`src/rtl/sram_ctrl_pkg.sv`:
```
// Shared state encoding, default SRAM geometry and response entry type for the request controller.
package sram_ctrl_pkg;

  localparam int unsigned ADDR_WIDTH_DEF = 13;
  localparam int unsigned DATA_WIDTH_DEF = 16;
  localparam int unsigned MEM_WORDS_DEF  = 6144;

  typedef enum logic {
    INIT,
    RUN
  } ctrl_state_t;

  typedef struct packed {
    logic [DATA_WIDTH_DEF-1:0] dat;
  } rsp_entry_t;

endpackage

```
`src/rtl/sram_rsp_fifo.sv`:
```
// Synchronous FIFO; the head entry is visible combinationally, so a push shows up as non-empty on the next cycle.
// Push and pop may occur in the same cycle; a push while full is dropped unless a pop frees the slot in that cycle.
module sram_rsp_fifo
  import sram_ctrl_pkg::*;
#(
  parameter int unsigned DEPTH   = 2,
  parameter type         entry_t = rsp_entry_t
) (
  input  logic                   CLK,
  input  logic                   RST,
  input  logic                   push_vld,
  input  entry_t                 push_dat,
  input  logic                   pop_vld,
  output entry_t                 head_dat,
  output logic [$clog2(DEPTH):0] count,
  output logic                   full,
  output logic                   empty
);

  localparam int unsigned PW = $clog2(DEPTH);
  localparam logic [PW:0] DEPTH_CNT = (PW+1)'(DEPTH);

  entry_t          mem_q [DEPTH];
  entry_t          mem_d [DEPTH];
  logic [PW-1:0]   wr_ptr_q, wr_ptr_d;
  logic [PW-1:0]   rd_ptr_q, rd_ptr_d;
  logic [PW:0]     cnt_q, cnt_d;
  logic            do_push, do_pop;

  assign full     = (cnt_q == DEPTH_CNT);
  assign empty    = (cnt_q == '0);
  assign count    = cnt_q;
  assign head_dat = mem_q[rd_ptr_q];

  always_comb begin
    do_pop   = pop_vld & ~empty;
    do_push  = push_vld & (~full | do_pop);
    mem_d    = mem_q;
    if (do_push) begin
      mem_d[wr_ptr_q] = push_dat;
    end
    // Power-of-two depth, so pointer wrap is plain overflow.
    wr_ptr_d = wr_ptr_q + PW'(do_push);
    rd_ptr_d = rd_ptr_q + PW'(do_pop);
    cnt_d    = cnt_q + (PW+1)'(do_push) - (PW+1)'(do_pop);
  end

  always_ff @(posedge CLK) begin
    if (RST) begin
      for (int i = 0; i < DEPTH; i++) begin
        mem_q[i] <= '0;
      end
      wr_ptr_q <= '0;
      rd_ptr_q <= '0;
      cnt_q    <= '0;
    end else begin
      mem_q    <= mem_d;
      wr_ptr_q <= wr_ptr_d;
      rd_ptr_q <= rd_ptr_d;
      cnt_q    <= cnt_d;
    end
  end

endmodule

```
`src/rtl/sram_req_ctrl.sv`:
```
// Valid/ready request front-end driving single-port SRAM pins, with optional zero-fill sweep after reset.
// Read data returns >=2 cycles after issue through a credit-guarded FIFO; req_ready drops when credits are exhausted.
module sram_req_ctrl
  import sram_ctrl_pkg::*;
#(
  parameter int unsigned ADDR_WIDTH    = ADDR_WIDTH_DEF,
  parameter int unsigned DATA_WIDTH    = DATA_WIDTH_DEF,
  parameter int unsigned MEM_WORDS     = MEM_WORDS_DEF,
  parameter int unsigned RSP_DEPTH     = 2,
  parameter bit          INIT_ON_RESET = 1'b1
) (
  input  logic                  CLK,
  input  logic                  RST,
  input  logic                  req_valid,
  output logic                  req_ready,
  input  logic                  req_write,
  input  logic [ADDR_WIDTH-1:0] req_addr,
  input  logic [DATA_WIDTH-1:0] req_wdata,
  output logic                  rsp_valid,
  input  logic                  rsp_ready,
  output logic [DATA_WIDTH-1:0] rsp_data,
  output logic [ADDR_WIDTH-1:0] mem_A,
  output logic                  mem_CEB,
  output logic                  mem_WEB,
  output logic [DATA_WIDTH-1:0] mem_D,
  input  logic [DATA_WIDTH-1:0] mem_Q,
  output logic                  init_done
);

  localparam int unsigned           CW          = $clog2(RSP_DEPTH) + 1;
  localparam logic [ADDR_WIDTH-1:0] LAST_ADDR   = ADDR_WIDTH'(MEM_WORDS - 1);
  localparam ctrl_state_t           RESET_STATE = INIT_ON_RESET ? INIT : RUN;

  typedef logic [DATA_WIDTH-1:0] dat_t;

  ctrl_state_t           state_q, state_d;
  logic [ADDR_WIDTH-1:0] init_cnt_q, init_cnt_d;
  logic [ADDR_WIDTH-1:0] a_q, a_d;
  dat_t                  d_q, d_d;
  logic                  rd_inflight_q, rd_inflight_d;

  logic                  req_fire;
  logic                  rsp_pop;
  logic                  fifo_full, fifo_empty;
  logic [CW-1:0]         fifo_count, credits;
  dat_t                  fifo_head;

  sram_rsp_fifo #(
    .DEPTH   (RSP_DEPTH),
    .entry_t (dat_t)
  ) u_rsp_fifo (
    .CLK      (CLK),
    .RST      (RST),
    .push_vld (rd_inflight_q),
    .push_dat (mem_Q),
    .pop_vld  (rsp_pop),
    .head_dat (fifo_head),
    .count    (fifo_count),
    .full     (fifo_full),
    .empty    (fifo_empty)
  );

  // An issued read reserves a FIFO slot until it is popped, so a push can never find the FIFO full.
  assign credits = fifo_count + CW'(rd_inflight_q);

  always_comb begin
    state_d       = state_q;
    init_cnt_d    = init_cnt_q;
    a_d           = a_q;
    d_d           = d_q;
    rd_inflight_d = 1'b0;
    req_ready     = 1'b0;
    req_fire      = 1'b0;
    init_done     = 1'b0;
    mem_CEB       = 1'b1;
    mem_WEB       = 1'b1;
    mem_A         = a_q;
    mem_D         = d_q;
    rsp_valid     = ~RST & ~fifo_empty;
    rsp_pop       = rsp_valid & rsp_ready;
    rsp_data      = RST ? '0 : fifo_head;

    if (RST) begin
      mem_A = '0;
      mem_D = '0;
    end else begin
      case (state_q)
        INIT: begin
          mem_CEB    = 1'b0;
          mem_WEB    = 1'b0;
          mem_A      = init_cnt_q;
          mem_D      = '0;
          a_d        = init_cnt_q;
          d_d        = '0;
          init_cnt_d = init_cnt_q + ADDR_WIDTH'(1);
          if (init_cnt_q == LAST_ADDR) begin
            state_d = RUN;
          end
        end
        RUN: begin
          init_done = 1'b1;
          // A pop this cycle frees a slot, keeping back-to-back reads at full rate.
          req_ready = (~fifo_full & (credits < CW'(RSP_DEPTH))) | rsp_pop;
          req_fire  = req_valid & req_ready;
          if (req_fire) begin
            mem_CEB       = 1'b0;
            mem_WEB       = ~req_write;
            mem_A         = req_addr;
            mem_D         = req_wdata;
            a_d           = req_addr;
            d_d           = req_wdata;
            rd_inflight_d = ~req_write;
          end
        end
        default: ;
      endcase
    end
  end

  always_ff @(posedge CLK) begin
    if (RST) begin
      state_q       <= RESET_STATE;
      init_cnt_q    <= '0;
      a_q           <= '0;
      d_q           <= '0;
      rd_inflight_q <= 1'b0;
    end else begin
      state_q       <= state_d;
      init_cnt_q    <= init_cnt_d;
      a_q           <= a_d;
      d_q           <= d_d;
      rd_inflight_q <= rd_inflight_d;
    end
  end

endmodule

```
`config.mk`:
```
export PLATFORM = sky130hd
export DESIGN_NAME = sram_req_ctrl
export DESIGN_NICKNAME = d
export VERILOG_FILES = /design/src/rtl/sram_ctrl_pkg.sv /design/src/rtl/sram_rsp_fifo.sv /design/src/rtl/sram_req_ctrl.sv
export SDC_FILE = /design/constraint.sdc
export NUM_CORES = 1
export LEC_CHECK = 0
export BUFFER_PORTS_ARGS = -buffer_cell sky130_fd_sc_hd__buf_4
export CAP_MARGIN = 20
export CORE_MARGIN = 5
export CORE_UTILIZATION = 25
export CTS_BUF_LIST = sky130_fd_sc_hd__clkbuf_16
export DETAILED_ROUTE_END_ITERATION = 10
export SLEW_MARGIN = 40
export SYNTH_ARGS = -nofsm -noshare
export SYNTH_HDL_FRONTEND = slang
export SYNTH_HIERARCHICAL = 1
export SYNTH_SLANG_ARGS = --single-unit
```
`constraint.sdc`:
```
create_clock -name CLK -period 2.75 [get_ports CLK]
set_input_delay 0.4125 -clock CLK [delete_from_list [all_inputs] [get_ports CLK]]
set_output_delay 0.4125 -clock CLK [all_outputs]
set_load 0.03 [all_outputs]
```
==> results.toml, run 1 <==
[sta]
hold_viol = 0
setup_viol = 0
tns_ns = 0
finClkSkew_ns = 0.00574
rsz0062_at_grt = "yes"
max_slew.worst_pin.slew_ns = 0.723
min_period_ns = 2.67
slew_headroom_pct = 51.8
period_share_pct = 97.1
fmax_ghz = 0.375
drv_slew = 0

[finish]
layout.nets = 524
syn_to_final_growth_pct = 40.9
antenna_cells = 0
layout-drive-gt1-share_pct = 34.3
fin_util_pct = 36.0
final_cells = 655

[synth]
synth_seq_area_share_pct = 45.0
ys_ff_latch = 80
synth-simple-area-share_pct = 18.7
syn-instance-count = 366
synth_top_family_by_area = "multiplexers"
ys_async_sr_fraction_pct = 0
synth_edf_count = 0
syn_avg_cell_area_sq_um = 9.73
synth_compound_area_share_pct = 5.27
synth_nets = 420
ys_warn_count = 6
synthAdderAreaFrac_pct = 1.41
synthMuxAreaShare_pct = 22.6
syn_area_sq_um = 3560
synth.distinct_cells = 39
synth_xor_area_share_pct = 2.71
ys_dominant_reg_cell = "dfxtp_1"

[floorplanning]
start_util_pct = 25.6
core_sq_um = 13900
placementRows = 43
die_height_um = 129
die_x_um = 129
die_area_sq_um = 16700
ios = 100

[drt]
first_pass_iters = 4
viasPerCell = 4.42
wire_per_inst_um = 13.4
route.detailed.drc = 0
drt-initial-drc-count = 68
vias = 2895
wl_um = 8800
antenna_left = 0

[global_route]
grt_first_pass_wirelength_um = 13800
overflow = 0
antenna_found_initial = 0
grt_pass1_vias = 2838
grt_usage_pct = 10.6
grt_start_max_net_pins = 86

[critical_path]
rrSetupSlack_ns = 0.65
r2r-start = "u_rsp_fifo/count[1]$_SDFF_PP0_"
cp_top_family = "compound AO/OA/AOI/OAI gates"
crit_type = "reg -> out"
startpoint_type = "flip-flop"
cp-end-kind = "output port"
required_ns = 2.34
crit_buf_inv = 3
r2r-end = "u_rsp_fifo/mem_q[1]$_SDFFE_PP0P_"
max_stage_delay_ns = 0.32
worstPathArrival_ns = 2.26
crit_fanout = 6
r2r_cells = 9
path_cells = "and2b_2 -> and4b_2 -> o31ai_4 -> buf_6 -> buf_8 -> mux2i_1 -> a211oi_2 -> buf_4"
crit_slowest_cell = "dfxtp_2"

[placed_design]
io_buffers = 99
dp.cells = 635
post-dp-hpwl_um = 6220
gp_congestion = 0.701

[clock_network]
clkSinkCount = 80
numCtsBuffers = 9
root_buffer = "clkbuf_16"
htree_levels = 3
cts_tree = "built"
insertion_delay_ns = 0.34
path_clk_slew_ns = 0.05
clk_path_buf_depth = 2

[min_path]
min_delay_path_depth = 2
min_from = "req_write"
min_to = "rd_inflight_q$_SDFF_PP0_"
min_path_type = "in -> reg"

[run]
maxCapViolations = 0

[power_and_ir_drop]
vdd_drop_max_mv = 0.315
leakage_nw = 2.06
power_density_nw_per_um2 = 554

[status]
status = "completed"
[cells in the mapped netlist (2+ instances only)]
library cell | n | area, sq um
nor2b_1 | 24 | 150
xor2_1 | 5 | 43.8
buf_1 | 6 | 22.5
xnor2_1 | 6 | 52.6
nor4_1 | 2 | 12.5
clkbuf_1 | 8 | 30.0
nand4b_1 | 3 | 26.3
a211oi_1 | 12 | 90.1
buf_6 | 5 | 56.3
nor2_1 | 80 | 300
a31oi_1 | 2 | 12.5
nand4_1 | 2 | 12.5
mux2i_1 | 60 | 601
dfxtp_1 | 80 | 1600
mux2_2 | 9 | 101
a21oi_1 | 5 | 25.0
mux2_1 | 9 | 101
buf_2 | 4 | 20.0
nor3_1 | 6 | 30.0
inv_1 | 5 | 18.8
ha_1 | 4 | 50.1
nand2_1 | 6 | 22.5
o21ai_0 | 2 | 10.0
nand3_1 | 4 | 20.0
nand2b_1 | 3 | 18.8
[worst reg2reg max path, cell delays in order, from the launching register on]
cell and delay (ns):
dfxtp_4 0.37, nor2_1 0.07, nor3b_2 0.31, buf_4 0.20, inv_1 0.05, a21boi_1 0.17
ha_1 0.18, buf_4 0.30, mux2i_1 0.26, nor2_1 0.06
[cell usage in the layout (no fill, tap or decap), types with 2 or more instances in the layout]
cell | Yosys | routed
mux2i_2 | 0 | 3
ha_1 | 4 | 4
buf_6 | 5 | 2
buf_4 | 1 | 112
o21ai_0 | 2 | 2
mux2i_1 | 60 | 56
xnor2_1 | 6 | 6
mux2_2 | 9 | 9
a31oi_1 | 2 | 2
nand4b_1 | 3 | 3
nand3_1 | 4 | 4
nand2_1 | 6 | 6
buf_8 | 0 | 2
a21oi_1 | 5 | 5
dfxtp_1 | 80 | 78
nand2b_1 | 3 | 3
a211oi_2 | 0 | 12
nor2b_1 | 24 | 24
nor2_1 | 80 | 80
inv_1 | 5 | 6
bufinv_16 | 0 | 4
nor4_1 | 2 | 2
nor3_1 | 6 | 5
nand4_1 | 2 | 2
clkbuf_16 | 0 | 9
xor2_1 | 5 | 5
mux2_1 | 9 | 9
[metrics by stage]
step | hold slack, ns | setup WS [ns] | power [mW] | instance area, sq um
2_1_floorplan | 0.453 | 0.0931 | 1.27 | 3560
3_3_place_gp | 0.465 | -0.324 | 1.34 | 4480
3_5_place_dp | 0.479 | 0.0692 | 1.35 | 4510
4_1_cts | 0.232 | 0.000789 | 2.81 | 4920
5_1_grt | 0.240 | -0.0217 | 2.89 | 5020
6_report | 0.247 | 0.0803 | 2.78 | 5020
[worst max-delay path by stage]
stage,startpoint,to,cells past startpoint
6_report,u_rsp_fifo/count[0]$_SDFF_PP0_,mem_A[4],8
5_1_grt,u_rsp_fifo/count[0]$_SDFF_PP0_,mem_A[8],8
4_1_cts,u_rsp_fifo/count[1]$_SDFF_PP0_,mem_A[7],8
3_5_place_dp,RST,mem_D[4],5
3_3_place_gp,u_rsp_fifo/count[1]$_SDFF_PP0_,mem_D[3],7
2_1_floorplan,u_rsp_fifo/count[0]$_SDFF_PP0_,mem_A[10],6
[layout make-up]
cell class | instances | area, sq um
fill | 1402 | 8920
clock inverter | 7 | 135
timing repair buffer | 117 | 913
clock buffer | 9 | 225
tap | 180 | 225
multi-input combinational | 257 | 1890
inverter | 5 | 18.8
sequential | 80 | 1610
[report_power, final]
group | internal [mW] | total, mW | switching, mW
registers | 1.16 | 1.17 | 0.00553
clock network | 0.972 | 1.45 | 0.474
logic | 0.0887 | 0.164 | 0.0752
[layer usage]
metal	up-vias	wire (um)	track usage [%]
met3	10	519	3.96
li1	1455	-	-
met1	1372	3760	12.3
met4	0	157	4.57
met5	-	0	0
met2	58	4360	17.4
[repair_timing]
| action | in CTS | in global routing |
|---|---|---|
| gates resized for setup | 9 | 19 |
| pin swaps | 1 | 7 |
| hold buffers | 0 | 0 |
| endpoints found under the setup margin | 24 | 24 |
| buffers inserted | 2 | 2 |
[state kept, by name, summed over array words and instances (netlist names)]
signal,flops
d_q,16
init_cnt_q,13
u_rsp_fifo/count,2
state_q,1
u_rsp_fifo/rd_ptr_q,1
rd_inflight_q,1
u_rsp_fifo/mem_q,32
u_rsp_fifo/wr_ptr_q,1
a_q,13
[cell families after synthesis]
family                     after synthesis
AOI/OAI and AO/OA                       26
muxes                                   78
and+or+nand+nor                        138
DFF                                     80
buffers and inverters                   29
xor gates and xnor gates                11
adders and majority gates                4
No activity file was read; power rests on OpenSTA's default activity.
==> inputs of run 2 (changes only) <==
--- a/config.mk
+++ b/config.mk
@@ -7,7 +7,6 @@
 export LEC_CHECK = 0
 export BUFFER_PORTS_ARGS = -buffer_cell sky130_fd_sc_hd__buf_4
 export CAP_MARGIN = 20
-export CORE_MARGIN = 5
 export CORE_UTILIZATION = 25
 export CTS_BUF_LIST = sky130_fd_sc_hd__clkbuf_16
 export DETAILED_ROUTE_END_ITERATION = 10
==> constraint.sdc (replaced) <==
create_clock -name CLK -period 2.5 [get_ports CLK]
set_input_delay 0.375 -clock CLK [delete_from_list [all_inputs] [get_ports CLK]]
set_output_delay 0.375 -clock CLK [all_outputs]
set_load 0.03 [all_outputs]
==> results.toml, run 2 (synthesis gave the netlist of run 1 again) <==
[status]
status = "finished with violations"
violations = "setup timing"

[clock_network]
root_buffer = "clkbuf_16"
cts_tree = "built"
clk_path_buf_depth = 2
htree_levels = 3
insertion_delay_ns = 0.34
cts.hold.buffers_added = 0
clkSinkCount = 80
numCtsBuffers = 9
path_clk_slew_ns = 0.06

[critical_path]
worstPathArrival_ns = 2.27
crit_type = "reg -> out"
cp-end-kind = "output port"
r2r-start = "u_rsp_fifo/count[1]$_SDFF_PP0_"
startpoint = "u_rsp_fifo/count[0]$_SDFF_PP0_"
r2r_cells = 10
r2r-end = "u_rsp_fifo/mem_q[30]$_SDFFE_PP0P_"
required_ns = 2.12
rrSetupSlack_ns = 0.30
worstSetupEndpoint = "mem_A[10]"
startpoint_type = "flip-flop"
crit_fanout = 8

[finish]
layout_commonest_cell = "buf_4"
filler_cell_count = 1413
top_register = "u_rsp_fifo/mem_q"
layout-drive-gt1-share_pct = 35.1
final_cells = 658
antenna_cells = 0
final_cell_mix = "buf_4 (113), nor2_1 (80), dfxtp_1 (78), mux2i_1 (54), nor2b_1 (24)"
layout.nets = 529
top_regs = "u_rsp_fifo/mem_q x32, d_q x16"
syn_to_final_growth_pct = 41.7
largest_register_ffs = 32

[run]
maxCapViolations = 0

[sta]
final.setup.worst_slack_ns = -0.142
setup_viol = 28
fmax_ghz = 0.379
min_period_ns = 2.64
hold_viol = 0
tns_ns = -1.89
slew_headroom_pct = 53.5
timing.hold.ws_ns = 0.207
finClkSkew_ns = 0.00380
max_slew.worst_pin.slew_ns = 0.698
rsz0062_at_grt = "yes"
period_share_pct = 106
drv_slew = 0

[drt]
drt-initial-drc-count = 117
route.detailed.drc = 0
vias = 2893
antenna_left = 0
viasPerCell = 4.40
first_pass_iters = 4
wire_per_inst_um = 13.0
wl_um = 8540

[floorplanning]
ios = 100
die_height_um = 121
placementRows = 43
start_util_pct = 25.7
die_x_um = 121
die_area_sq_um = 14700
core_sq_um = 13900

[power_and_ir_drop]
p_switching_mw = 0.598
power_density_nw_per_um2 = 523
total_power_mw = 2.64
power_frac_comb_pct = 7.7
swShare_pct = 22.7
clkPwrFrac_pct = 43.6
leakage_nw = 2.07
vdd_drop_max_mv = 0.343
seqPwrFrac_pct = 48.7
internal_power_mw = 2.04

[global_route]
grt_start_max_net_pins = 50
antenna_found_initial = 0
grt_usage_pct = 11.6
grt_pass1_vias = 2864
overflow = 0
grt_first_pass_wirelength_um = 13200

[placed_design]
post-dp-hpwl_um = 5560
gp_congestion = 0.692
io_buffers = 99
dp.cells = 631

[min_path]
min_path_type = "in -> reg"
min_delay_path_depth = 2
==> run 2: cell types whose count changed in the layout (fill, tap and decap cells not counted), sizes merged <==
cell          delta
dlymetal6s2s     +1
inv              -1
bufinv           -4
clkinv           +3
clkbuf           +2
buf              +2
==> run 2: repair_timing <==
item,in CTS,in global routing
pin swaps,4,13
setup buffers,4,7
setup endpoints to repair,31,31
gates cloned,1,2
endpoints found under the hold margin,0,0
gates resized for setup,6,17
==> run 2: stage by stage <==
| stage | utilization (%) | worst slack, ns | cell area (sq um) |
|---|---|---|---|
| after floorplan | - | 0.167 | 3620 |
| after global placement | 32.9 | 0.181 | 4560 |
| after detailed placement | 32.9 | 0.0723 | 4560 |
| after CTS | 35.2 | -0.153 | 4880 |
| after global routing | 36.4 | -0.215 | 5050 |
| final | 36.4 | -0.142 | 5050 |
==> run 2: how the worst min path moves through the flow <==
stage                                            startpoint                                end  slack [ns]
final                                             req_write           rd_inflight_q$_SDFF_PP0_        0.21
after global routing                              req_write           rd_inflight_q$_SDFF_PP0_        0.20
after CTS                                         req_write           rd_inflight_q$_SDFF_PP0_        0.20
after detailed placement   u_rsp_fifo/mem_q[5]$_SDFFE_PP0P_   u_rsp_fifo/mem_q[5]$_SDFFE_PP0P_        0.48
after global placement    u_rsp_fifo/mem_q[30]$_SDFFE_PP0P_  u_rsp_fifo/mem_q[30]$_SDFFE_PP0P_        0.46
after floorplan           u_rsp_fifo/mem_q[16]$_SDFFE_PP0P_  u_rsp_fifo/mem_q[16]$_SDFFE_PP0P_        0.45
==> run 2: routing by layer <==
metal	vias to the layer above	track usage [%]	share of wire [%]
li1	1457	-	-
met1	1350	12.3	43
met2	74	20.3	49
met3	12	4.37	6.3
met4	0	4.86	1.9
met5	-	0	0
==> run 2: layout make-up <==
type / instances / area, sq um / area share [%]
inverter: 5 / 18.8 / 0.372
tap: 180 / 225 / 4.46
sequential: 80 / 1610 / 31.9
multi-input combinational: 257 / 1930 / 38.2
clock buffer: 9 / 225 / 4.46
clock inverter: 5 / 26.3 / 0.521
timing repair buffer: 122 / 1010 / 20.1
==> run 2: worst max-delay path: stages, from the launching register on <==
cell,delay [ns]
dfxtp_4,0.37
and2b_2,0.23
and4b_2,0.32
o31ai_4,0.07
buf_4,0.15
buf_12,0.15
mux2i_4,0.19
a211oi_2,0.23
buf_4,0.21
==> run 2: power by group through the flow <==
| stage | combinational, mW | clock, mW | sequential, mW |
|---|---|---|---|
| final | 0.203 | 1.15 | 1.29 |
| after global routing | 0.218 | 1.25 | 1.29 |
| after CTS | 0.180 | 1.20 | 1.29 |
| after detailed placement | 0.168 | 0 | 1.32 |
| after global placement | 0.163 | 0 | 1.32 |
| after floorplan | 0.0840 | 0 | 1.31 |
==> inputs of run 3 (changes only) <==
--- a/config.mk
+++ b/config.mk
@@ -10,8 +10,8 @@
 export CORE_UTILIZATION = 25
 export CTS_BUF_LIST = sky130_fd_sc_hd__clkbuf_16
 export DETAILED_ROUTE_END_ITERATION = 10
+export PLACE_DENSITY_LB_ADDON = 0.2
 export SLEW_MARGIN = 40
 export SYNTH_ARGS = -nofsm -noshare
 export SYNTH_HDL_FRONTEND = slang
-export SYNTH_HIERARCHICAL = 1
 export SYNTH_SLANG_ARGS = --single-unit
==> results.toml, run 3 <==
[status]
status = "completed"

[synth]
synthMuxAreaShare_pct = 14.3
synth_top_family_by_area = "simple AND/OR/NAND/NOR gates"
synth_compound_area_share_pct = 10.3
synth_common_cells = "dfxtp_1 (80), nor2_1 (80), nand2_1 (64)"
synth_nets = 441
synthAdderAreaFrac_pct = 1.43
ys_warn_count = 0
synth_xor_area_share_pct = 3.51
syn-instance-count = 387
syn_area_sq_um = 3500
ys_async_sr_fraction_pct = 0
synth-simple-area-share_pct = 20.3
synth_seq_area_share_pct = 45.8
synth_largest_area_cell = "dfxtp_1"
synth_edf_count = 0
synth.distinct_cells = 37
synth_top_area_share_pct = 45.8
synth_area_leaders = "dfxtp_1 (46%), mux2i_1 (14%), nor2_1 (8.6%), nand2_1 (6.9%), a311oi_2 (5.2%)"
ys_ff_latch = 80
syn_avg_cell_area_sq_um = 9.04
ys_dominant_reg_cell = "dfxtp_1"

[global_route]
grt_start_max_net_pins = 52
overflow = 0
grt_first_pass_wirelength_um = 13400
grt_pass1_vias = 2680
antenna_found_initial = 0
grt_usage_pct = 12.0

[critical_path]
worstPathArrival_ns = 1.97
cp_top_family = "compound AO/OA/AOI/OAI gates"
crit_fanout = 31
max_stage_delay_ns = 0.36
path_cells = "and4_4 -> a211oi_4 -> buf_12 -> nand2_1 -> a311oi_1 -> buf_4"
cp-end-kind = "output port"
required_ns = 2.12
rrSetupSlack_ns = 0.91
crit_slowest_cell = "dfxtp_2"
crit_type = "reg -> out"
crit_buf_inv = 2
startpoint_type = "flip-flop"

[clock_network]
cts_resized = 0
clk_path_buf_depth = 2
path_clk_slew_ns = 0.05
cts.hold.buffers_added = 0
htree_levels = 3
cts_tree = "built"
post-cts-setup-buffer-count = 0
insertion_delay_ns = 0.33
root_buffer = "clkbuf_16"
numCtsBuffers = 9
clkSinkCount = 80

[sta]
fmax_ghz = 0.426
min_period_ns = 2.35
tns_ns = 0
setup_viol = 0
finClkSkew_ns = 0.00739
max_slew.worst_pin.slew_ns = 0.515
rsz0062_at_grt = "no"
hold_viol = 0
slew_headroom_pct = 65.6
period_share_pct = 93.9
drv_slew = 0

[floorplanning]
die_height_um = 120
die_x_um = 120
ios = 100
core_sq_um = 13500
placementRows = 42
start_util_pct = 26.0
die_area_sq_um = 14500

[drt]
vias = 2892
route.detailed.drc = 0
wl_um = 8190
drt-initial-drc-count = 116
viasPerCell = 4.38
first_pass_iters = 6
antenna_left = 0
wire_per_inst_um = 12.4

[finish]
top_register = "u_rsp_fifo.mem_q"
largest_register_ffs = 32
layout_commonest_cell = "buf_4"
top_regs = "u_rsp_fifo.mem_q x32, d_q x16"
final_cell_mix = "buf_4 (106), nor2_1 (80), dfxtp_1 (78), nand2_1 (64), mux2i_1 (49)"
filler_cell_count = 1419
final_cells = 660
layout.nets = 533
layout-drive-gt1-share_pct = 29.1
syn_to_final_growth_pct = 35.7
antenna_cells = 0

[power_and_ir_drop]
total_power_mw = 2.92
vdd_drop_max_mv = 0.210
leakage_nw = 1.89
power_density_nw_per_um2 = 614

[placed_design]
dp.cells = 644
io_buffers = 99
gp_congestion = 0.699
post-dp-hpwl_um = 5430

[min_path]
min_path_type = "in -> reg"

[run]
maxCapViolations = 0
run 3: cell types whose count changed in the layout (fill, tap and decap cells not counted), sizes merged, moves of 4 or more:
| cell | change |
|---|---|
| mux2i | -11 |
| nand2 | +59 |
| a211oi | -11 |
| a21oi | +13 |
| mux2 | -17 |
| buf | -11 |
| a311oi | +13 |
| clkinv | -4 |
| nor2b | -19 |
run 3: cells by family (layout without fill, tap and decap cells):
kind of cell	count (synthesis)	count (layout)
buffers and inverters	31	128
flip-flops	80	80
AND/OR/NAND/NOR	168	168
XOR/XNOR	14	14
AO/OA/AOI/OAI	40	40
adder cells (fa/ha/maj)	4	4
multiplexers	50	50
run 3: power breakdown:
part	internal [mW]	total [mW]	switching [mW]
registers	1.28	1.29	0.00791
logic	0.0844	0.176	0.0912
clock network	0.961	1.45	0.491
run 3: metrics by stage:
step / hold WS, ns / utilization [%] / cell area, sq um / setup slack [ns]
6_report: 0.219 / 35.3 / 4750 / 0.152
5_1_grt: 0.218 / 35.3 / 4750 / 0.0269
4_1_cts: 0.204 / 35.2 / 4730 / 0.00782
3_5_place_dp: 0.451 / 32.7 / 4400 / 0.279
3_3_place_gp: 0.452 / 32.7 / 4400 / 0.331
2_1_floorplan: 0.454 / - / 3500 / 0.269
run 3: routing by layer:
layer	track usage [%]	vias up	share of wire, %	routed length [um]
li1	-	1477	-	-
met1	16.1	1322	49	4050
met2	17.4	81	42	3430
met3	3.16	12	6.5	530
met4	6.71	0	2.2	179
met5	0	-	0	0
run 3: path summary, 6_finish.rpt:
kind,start,end,depth (start not counted)
max,u_rsp_fifo.count[0]$_SDFF_PP0_,mem_A[12],6
min,req_write,rd_inflight_q$_SDFF_PP0_,2
max reg2reg,u_rsp_fifo.count[1]$_SDFF_PP0_,u_rsp_fifo.mem_q[20]$_SDFFE_PP0P_,6
min reg2reg,d_q[4]$_DFF_P_,d_q[4]$_DFF_P_,2
run 3: final cells by class:
type | instances | area [sq um] | area share [%]
multi-input combinational | 276 | 1750 | 36.9
sequential | 80 | 1600 | 33.8
timing repair buffer | 108 | 827 | 17.4
clock buffer | 9 | 225 | 4.74
tap | 176 | 220 | 4.64
clock inverter | 7 | 105 | 2.21
inverter | 4 | 15.0 | 0.316
